<file path="src/rtl/uart_pkg.sv">
// Shared definitions for the framed UART transmitter: FSM states, parity
// encodings and the symbol-time helper.
package uart_pkg;

    // ST_BREAK is only reachable when UART_TX_BREAK_EN is defined.
    typedef enum logic [2:0] {
        ST_IDLE,
        ST_START,
        ST_DATA,
        ST_PARITY,
        ST_STOP,
        ST_BREAK
    } state_t;

    localparam int PARITY_NONE = 0;
    localparam int PARITY_ODD  = 1;
    localparam int PARITY_EVEN = 2;

    function automatic int symbol_cycles(input int clock_freq, input int baud_rate);
        return clock_freq / baud_rate;
    endfunction

endpackage

</file>
<file path="src/rtl/uart_baud_counter.sv">
// Per-symbol down counter: reloads on load or at terminal count, and ticks
// on the last cycle of each symbol so symbols abut without gaps.
module uart_baud_counter #(
    parameter int SYMBOL_CYCLES = 10
) (
    input  logic clk,
    input  logic reset,
    input  logic load,
    output logic tick
);

    localparam int CW = (SYMBOL_CYCLES > 1) ? $clog2(SYMBOL_CYCLES) : 1;
    localparam logic [CW-1:0] LAST = CW'(SYMBOL_CYCLES - 1);

    logic [CW-1:0] count;

    always_ff @(posedge clk) begin
        if (reset)
            count <= '0;
        else if (load || tick)
            count <= LAST;
        else
            count <= count - CW'(1);
    end

    assign tick = (count == '0);

endmodule

</file>
<file path="src/rtl/uart_tx_framed.sv">
// Framed UART transmitter (start, LSB-first data, optional parity, 1-2 stops).
// Optional line-break generation is enabled by defining UART_TX_BREAK_EN.
module uart_tx_framed
    import uart_pkg::*;
#(
    parameter int CLOCK_FREQ = 33_000_000,
    parameter int BAUD_RATE  = 115_200,
    parameter int DATA_BITS  = 8,
    parameter int PARITY     = 0,
    parameter int STOP_BITS  = 1
) (
    input  logic                 clk,
    input  logic                 reset,
    input  logic [DATA_BITS-1:0] data_in,
    input  logic                 data_in_valid,
    output logic                 data_in_ready,
    output logic                 serial_out,
    output logic                 busy
`ifdef UART_TX_BREAK_EN
    ,
    input  logic                 send_break
`endif
);

    localparam int S  = symbol_cycles(CLOCK_FREQ, BAUD_RATE);
    localparam int BW = $clog2(DATA_BITS + 1);

    state_t               state;
    logic [DATA_BITS-1:0] shift_q;
    logic                 parity_q;
    logic [BW-1:0]        bit_idx;
    logic                 accept;
    logic                 load;
    logic                 tick;

    assign accept = (state == ST_IDLE) && data_in_ready && data_in_valid;

    always_comb begin
        load = accept;
`ifdef UART_TX_BREAK_EN
        if (state == ST_BREAK && !send_break)
            load = 1'b1;
`endif
    end

    uart_baud_counter #(
        .SYMBOL_CYCLES(S)
    ) u_baud (
        .clk  (clk),
        .reset(reset),
        .load (load),
        .tick (tick)
    );

    // NOTE: shift_q carries payload only and is always loaded before use, so
    // it is deliberately left out of reset; all state uses non-blocking <=.
    always_ff @(posedge clk) begin
        if (reset) begin
            state         <= ST_IDLE;
            serial_out    <= 1'b1;
            busy          <= 1'b0;
            data_in_ready <= 1'b0;
            bit_idx       <= '0;
            parity_q      <= 1'b0;
        end else begin
            case (state)
                ST_IDLE: begin
                    if (accept) begin
                        state         <= ST_START;
                        serial_out    <= 1'b0;
                        busy          <= 1'b1;
                        data_in_ready <= 1'b0;
                        shift_q       <= data_in;
                        parity_q      <= (PARITY == PARITY_ODD) ? ~^data_in : ^data_in;
                    end
`ifdef UART_TX_BREAK_EN
                    else if (send_break) begin
                        state         <= ST_BREAK;
                        serial_out    <= 1'b0;
                        busy          <= 1'b1;
                        data_in_ready <= 1'b0;
                    end
`endif
                    else begin
                        serial_out    <= 1'b1;
                        busy          <= 1'b0;
                        data_in_ready <= 1'b1;
                    end
                end
                ST_START: begin
                    if (tick) begin
                        state      <= ST_DATA;
                        serial_out <= shift_q[0];
                        shift_q    <= shift_q >> 1;
                        bit_idx    <= '0;
                    end
                end
                ST_DATA: begin
                    if (tick) begin
                        if (bit_idx == BW'(DATA_BITS - 1)) begin
                            bit_idx <= '0;
                            if (PARITY != PARITY_NONE) begin
                                state      <= ST_PARITY;
                                serial_out <= parity_q;
                            end else begin
                                state      <= ST_STOP;
                                serial_out <= 1'b1;
                            end
                        end else begin
                            bit_idx    <= bit_idx + BW'(1);
                            serial_out <= shift_q[0];
                            shift_q    <= shift_q >> 1;
                        end
                    end
                end
                ST_PARITY: begin
                    if (tick) begin
                        state      <= ST_STOP;
                        serial_out <= 1'b1;
                        bit_idx    <= '0;
                    end
                end
                ST_STOP: begin
                    if (tick) begin
                        if (bit_idx == BW'(STOP_BITS - 1)) begin
                            state         <= ST_IDLE;
                            busy          <= 1'b0;
                            data_in_ready <= 1'b1;
                        end else begin
                            bit_idx <= bit_idx + BW'(1);
                        end
                    end
                end
`ifdef UART_TX_BREAK_EN
                // Releasing a break reuses the last stop symbol as the
                // mandatory S cycles of idle-high line before ready returns.
                ST_BREAK: begin
                    if (!send_break) begin
                        state      <= ST_STOP;
                        serial_out <= 1'b1;
                        bit_idx    <= BW'(STOP_BITS - 1);
                    end
                end
`endif
                default: begin
                    state         <= ST_IDLE;
                    serial_out    <= 1'b1;
                    busy          <= 1'b0;
                    data_in_ready <= 1'b0;
                end
            endcase
        end
    end

endmodule

</file>
<file path="config.mk">
export PLATFORM = sky130hd
export DESIGN_NAME = uart_tx_framed
export DESIGN_NICKNAME = d
export VERILOG_FILES = /design/src/rtl/uart_pkg.sv /design/src/rtl/uart_baud_counter.sv /design/src/rtl/uart_tx_framed.sv
export SDC_FILE = /design/constraint.sdc
export NUM_CORES = 1
export LEC_CHECK = 0
export CORE_MARGIN = 3
export CORE_UTILIZATION = 61
export CTS_CLUSTER_SIZE = 10
export DETAILED_ROUTE_END_ITERATION = 10
export DONT_BUFFER_PORTS = 1
export PLACE_DENSITY = 0.77
export RECOVER_POWER = 100
export SLEW_MARGIN = 20
export SYNTH_ARGS = -nofsm -noshare
export SYNTH_HDL_FRONTEND = slang
export SYNTH_SLANG_ARGS = --single-unit
</file>
<file path="constraint.sdc">
create_clock -name clk -period 2.9 [get_ports clk]
set_input_delay 0.29 -clock clk [delete_from_list [all_inputs] [get_ports clk]]
set_output_delay 0.29 -clock clk [all_outputs]
set_load 0.01 [all_outputs]
</file>
==> run summary <==
• result of the run: completed
• synthesis warning total: 0
• sequential fraction of the synthesis area: 44.0%
• sum of overflow across all layers after global routing: 0
• Layout Area Growth over Synthesis: 2.48%
• post-DP HPWL: 1900 um
• Port Buffer Count: 0
• ANT cells: 0
• row count: 16
• final critical-path share of the clock period: 78.5%
• number of synthesized register bits: 27
• top flip-flop cell by instance count after synthesis: sky130_fd_sc_hd__dfxtp_1
• register-to-register setup slack: 0.62 ns
• leakage: 0.489 nW
• time the worst path needs with I/O delays and setup: 2.28 ns
• Post-synth EDFFs: 8
• crit end category: register
• worst reg2reg path endpoint: shift_q[0]$_DFFE_PP_
• die area: 2920 sq um
• critical path fanouts, max: 10
• endpoint required time on the critical path: 2.96 ns
• count of maximum capacitance violations: 0
• critical path endpoint: shift_q[0]$_DFFE_PP_
• number of buffers created by CTS: 3
• Fin Clk Skew: 0.0101 ns
• post-route antenna net violation count: 0
• number of sinks on the clock net: 27
• TritonCTS clock tree: built
• Setup WS pre-CTS: 0.799 ns
• Synthesized Nets: 156
• worst hold slack: 0.0180 ns
• number of fill cells in the layout: 179
• root buffer selected by CTS: sky130_fd_sc_hd__clkbuf_4
• Critical Path Source: u_baud.count[0]$_SDFF_PP0_
• startpoint-to-endpoint class of the critical path: register to register
• Worst setup SP type: register
• vias after detailed routing: 1061
• final design utilization: 69.4%
• setup bufs post-CTS: 0
• RSZ-0062 raised after global routing: false
• first-pass GRT wire length: 4460 um
• upper clock frequency limit: 0.439 GHz
• number of nets in the layout: 157
• Final Hold Fails: 0
• Yosys cell types: 45
• netlist area before placement: 1410 sq um
• FF-to-FF path depth: 7
• fraction of registers with async set/reset: 0%
• I/O Pins: 14
• remaining routing DRC violations: 0
• synthesized netlist cell count: 141
• post-detailed-routing wire length: 2670 um
• initial standard-cell utilization of the core: 67.7%
• Clk Latency, worst-skew pair: 0.33 ns
• drt first pass iters: 4
• arrival time at the worst endpoint: 2.34 ns
• setup_tns: 0 ns
• share of final-layout standard cells stronger than drive strength 1: 12.8%
• Setup-failing EPs final: 0
• normalized max-slew margin: 58.9%
• area of the core: 2080 sq um
• total of cells resized after clock tree synthesis: 0
• horizontal die dimension: 54.1 um
• maximum number of pins on one net before global-route repair: 18
• final setup margin: 0.623 ns
• global-route total usage across every layer: 20.8%
• via count of the first global-routing pass: 1053
• Bufs on Longest Clock Path: 2
• GPL Wtd Cong: 0.814
• overall die height: 54.1 um
• final standard cell count with taps included and fillers excluded: 168
• detail-routed via count per cell: 6.32
• Max rail drop VDD: 584 uV
• WL per Instance: 15.9 um
• count of hold buffers inserted by post-cts repair: 2
• transition time at the pin with the least slew margin: 0.615 ns
• PD cells: 802 nW/um^2
• Reg-to-Reg Start: u_baud.count[0]$_SDFF_PP0_
• type of the tightest min-delay check: input port to register
• number of H-tree levels: 1
• CTS clock-pin slew for the worst setup and hold paths: 0.16 ns
• number of max-slew violations in the final report: 0
• Initial DRC Count: 28
• initial antenna violation count: 0
• Post-Synthesis Mean Instance Area: 10.0 sq um
• Cell Count Post-Placement: 162
## power breakdown
group | leakage, nW | switching (mW) | internal, mW
combinational | 0.241 | 0.225 | 0.190
sequential | 0.229 | 0.102 | 0.468
clock | 0.0183 | 0.117 | 0.0563
total | 0.489 | 0.445 | 0.714
## metrics by stage
step                area (sq um)  power, mW
global placement            1410      0.966
detailed placement          1410      0.990
CTS                         1460       1.17
floorplan                   1410      0.924
global route                1450       1.23
finish                      1450       1.16
## cell usage after synthesis (2+ instances only)
cell type	number	area share (%)
sky130_fd_sc_hd__o31ai_1	2	1.1
sky130_fd_sc_hd__nand2_1	6	1.6
sky130_fd_sc_hd__nor4_1	2	0.89
sky130_fd_sc_hd__edfxtp_1	8	17
sky130_fd_sc_hd__dfxtp_1	19	27
sky130_fd_sc_hd__o211ai_1	3	1.6
sky130_fd_sc_hd__a21oi_1	12	4.3
sky130_fd_sc_hd__xor2_1	2	1.2
sky130_fd_sc_hd__nor2b_1	2	0.89
sky130_fd_sc_hd__o21ai_0	5	1.8
sky130_fd_sc_hd__o21bai_1	2	1.1
sky130_fd_sc_hd__xnor2_1	4	2.5
sky130_fd_sc_hd__mux2_2	7	5.6
sky130_fd_sc_hd__nor3b_1	2	1.1
sky130_fd_sc_hd__buf_6	2	1.6
sky130_fd_sc_hd__nor3_1	6	2.1
sky130_fd_sc_hd__nand3_1	4	1.4
sky130_fd_sc_hd__inv_1	6	1.6
sky130_fd_sc_hd__ha_1	4	3.5
sky130_fd_sc_hd__a31oi_1	3	1.3
sky130_fd_sc_hd__nand4_1	3	1.3
sky130_fd_sc_hd__buf_2	3	1.1
sky130_fd_sc_hd__nor2_1	12	3.2
## kinds of logic (layout without fill, tap and decap cells)
logic type / count (synthesis) / in the layout / share of synthesized area (%)
AND/OR/NAND/NOR: 48 / 48 / 20.9
AO/OA/AOI/OAI: 36 / 36 / 17.5
flip-flops: 27 / 27 / 44.0
buffers and inverters: 13 / 13 / 4.79
adder cells (fa/ha/maj): 4 / 4 / 3.55
XOR/XNOR: 6 / 6 / 3.73
multiplexers: 7 / 7 / 5.59
## critical path, cell delays in order, from the launching register on
cell                       delay, ns
sky130_fd_sc_hd__dfxtp_1        0.36
sky130_fd_sc_hd__inv_1          0.10
sky130_fd_sc_hd__ha_1           0.17
sky130_fd_sc_hd__nor4b_4        0.30
sky130_fd_sc_hd__and2_0         0.55
sky130_fd_sc_hd__o211ai_1       0.17
sky130_fd_sc_hd__a21oi_1        0.17
sky130_fd_sc_hd__buf_4          0.18
## worst min-delay path by stage
| stage | endpoint | slack (ns) | startpoint | depth (start not counted) |
|---|---|---|---|---|
| 2_1_floorplan | u_baud.count[0]$_SDFF_PP0_ | 0.44 | u_baud.count[0]$_SDFF_PP0_ | 1 |
| 3_3_place_gp | u_baud.count[4]$_SDFF_PP0_ | 0.36 | reset | 1 |
| 3_5_place_dp | busy$_SDFFE_PP0P_ | 0.36 | reset | 1 |
| 4_1_cts | state[0]$_SDFFE_PP0P_ | 0.008 | reset | 1 |
| 5_1_grt | state[1]$_SDFFE_PP0P_ | 0.003 | reset | 1 |
| 6_report | state[0]$_SDFFE_PP0P_ | 0.02 | reset | 1 |
## placed cells by master (no fill, tap or decap), drive strengths merged, types with 2 or more instances in the layout
master / instances
dfxtp: 19
nor2: 12
a21oi: 12
edfxtp: 8
mux2: 7
inv: 7
nand2: 6
nor3: 6
o21ai: 6
xnor2: 4
nand3: 4
ha: 4
o211ai: 3
a31oi: 3
nand4: 3
clkbuf: 3
o21bai: 3
nor4: 3
nor3b: 2
o31ai: 2
nor2b: 2
xor2: 2
dlygate4sd3: 2
or4: 2
## per-layer routing
metal / wire (um) / GRT usage (%) / up-vias / share of wire (%)
li1: - / - / 520 / -
met1: 1250 / 25.7 / 507 / 47
met2: 1260 / 34.3 / 30 / 47
met3: 128 / 5.26 / 4 / 4.8
met4: 23 / 8.71 / 0 / 0.86
met5: 0 / 0 / - / 0
## cell type report
cell class | count | area (sq um) | area share (%)
Multi-Input combinational cell | 101 | 709 | 49.1
Sequential cell | 27 | 621 | 42.9
Tap cell | 27 | 33.8 | 2.34
Timing Repair Buffer | 3 | 27.5 | 1.90
Clock buffer | 3 | 22.5 | 1.56
Inverter | 6 | 22.5 | 1.56
Clock inverter | 1 | 8.76 | 0.606
## state kept, by name, indices dropped and copies added (netlist names)
register / cells
u_baud.count: 9
state: 3
serial_out: 1
busy: 1
data_in_ready: 1
shift_q: 8
bit_idx: 4
No activity file was read; power rests on OpenSTA's default activity.
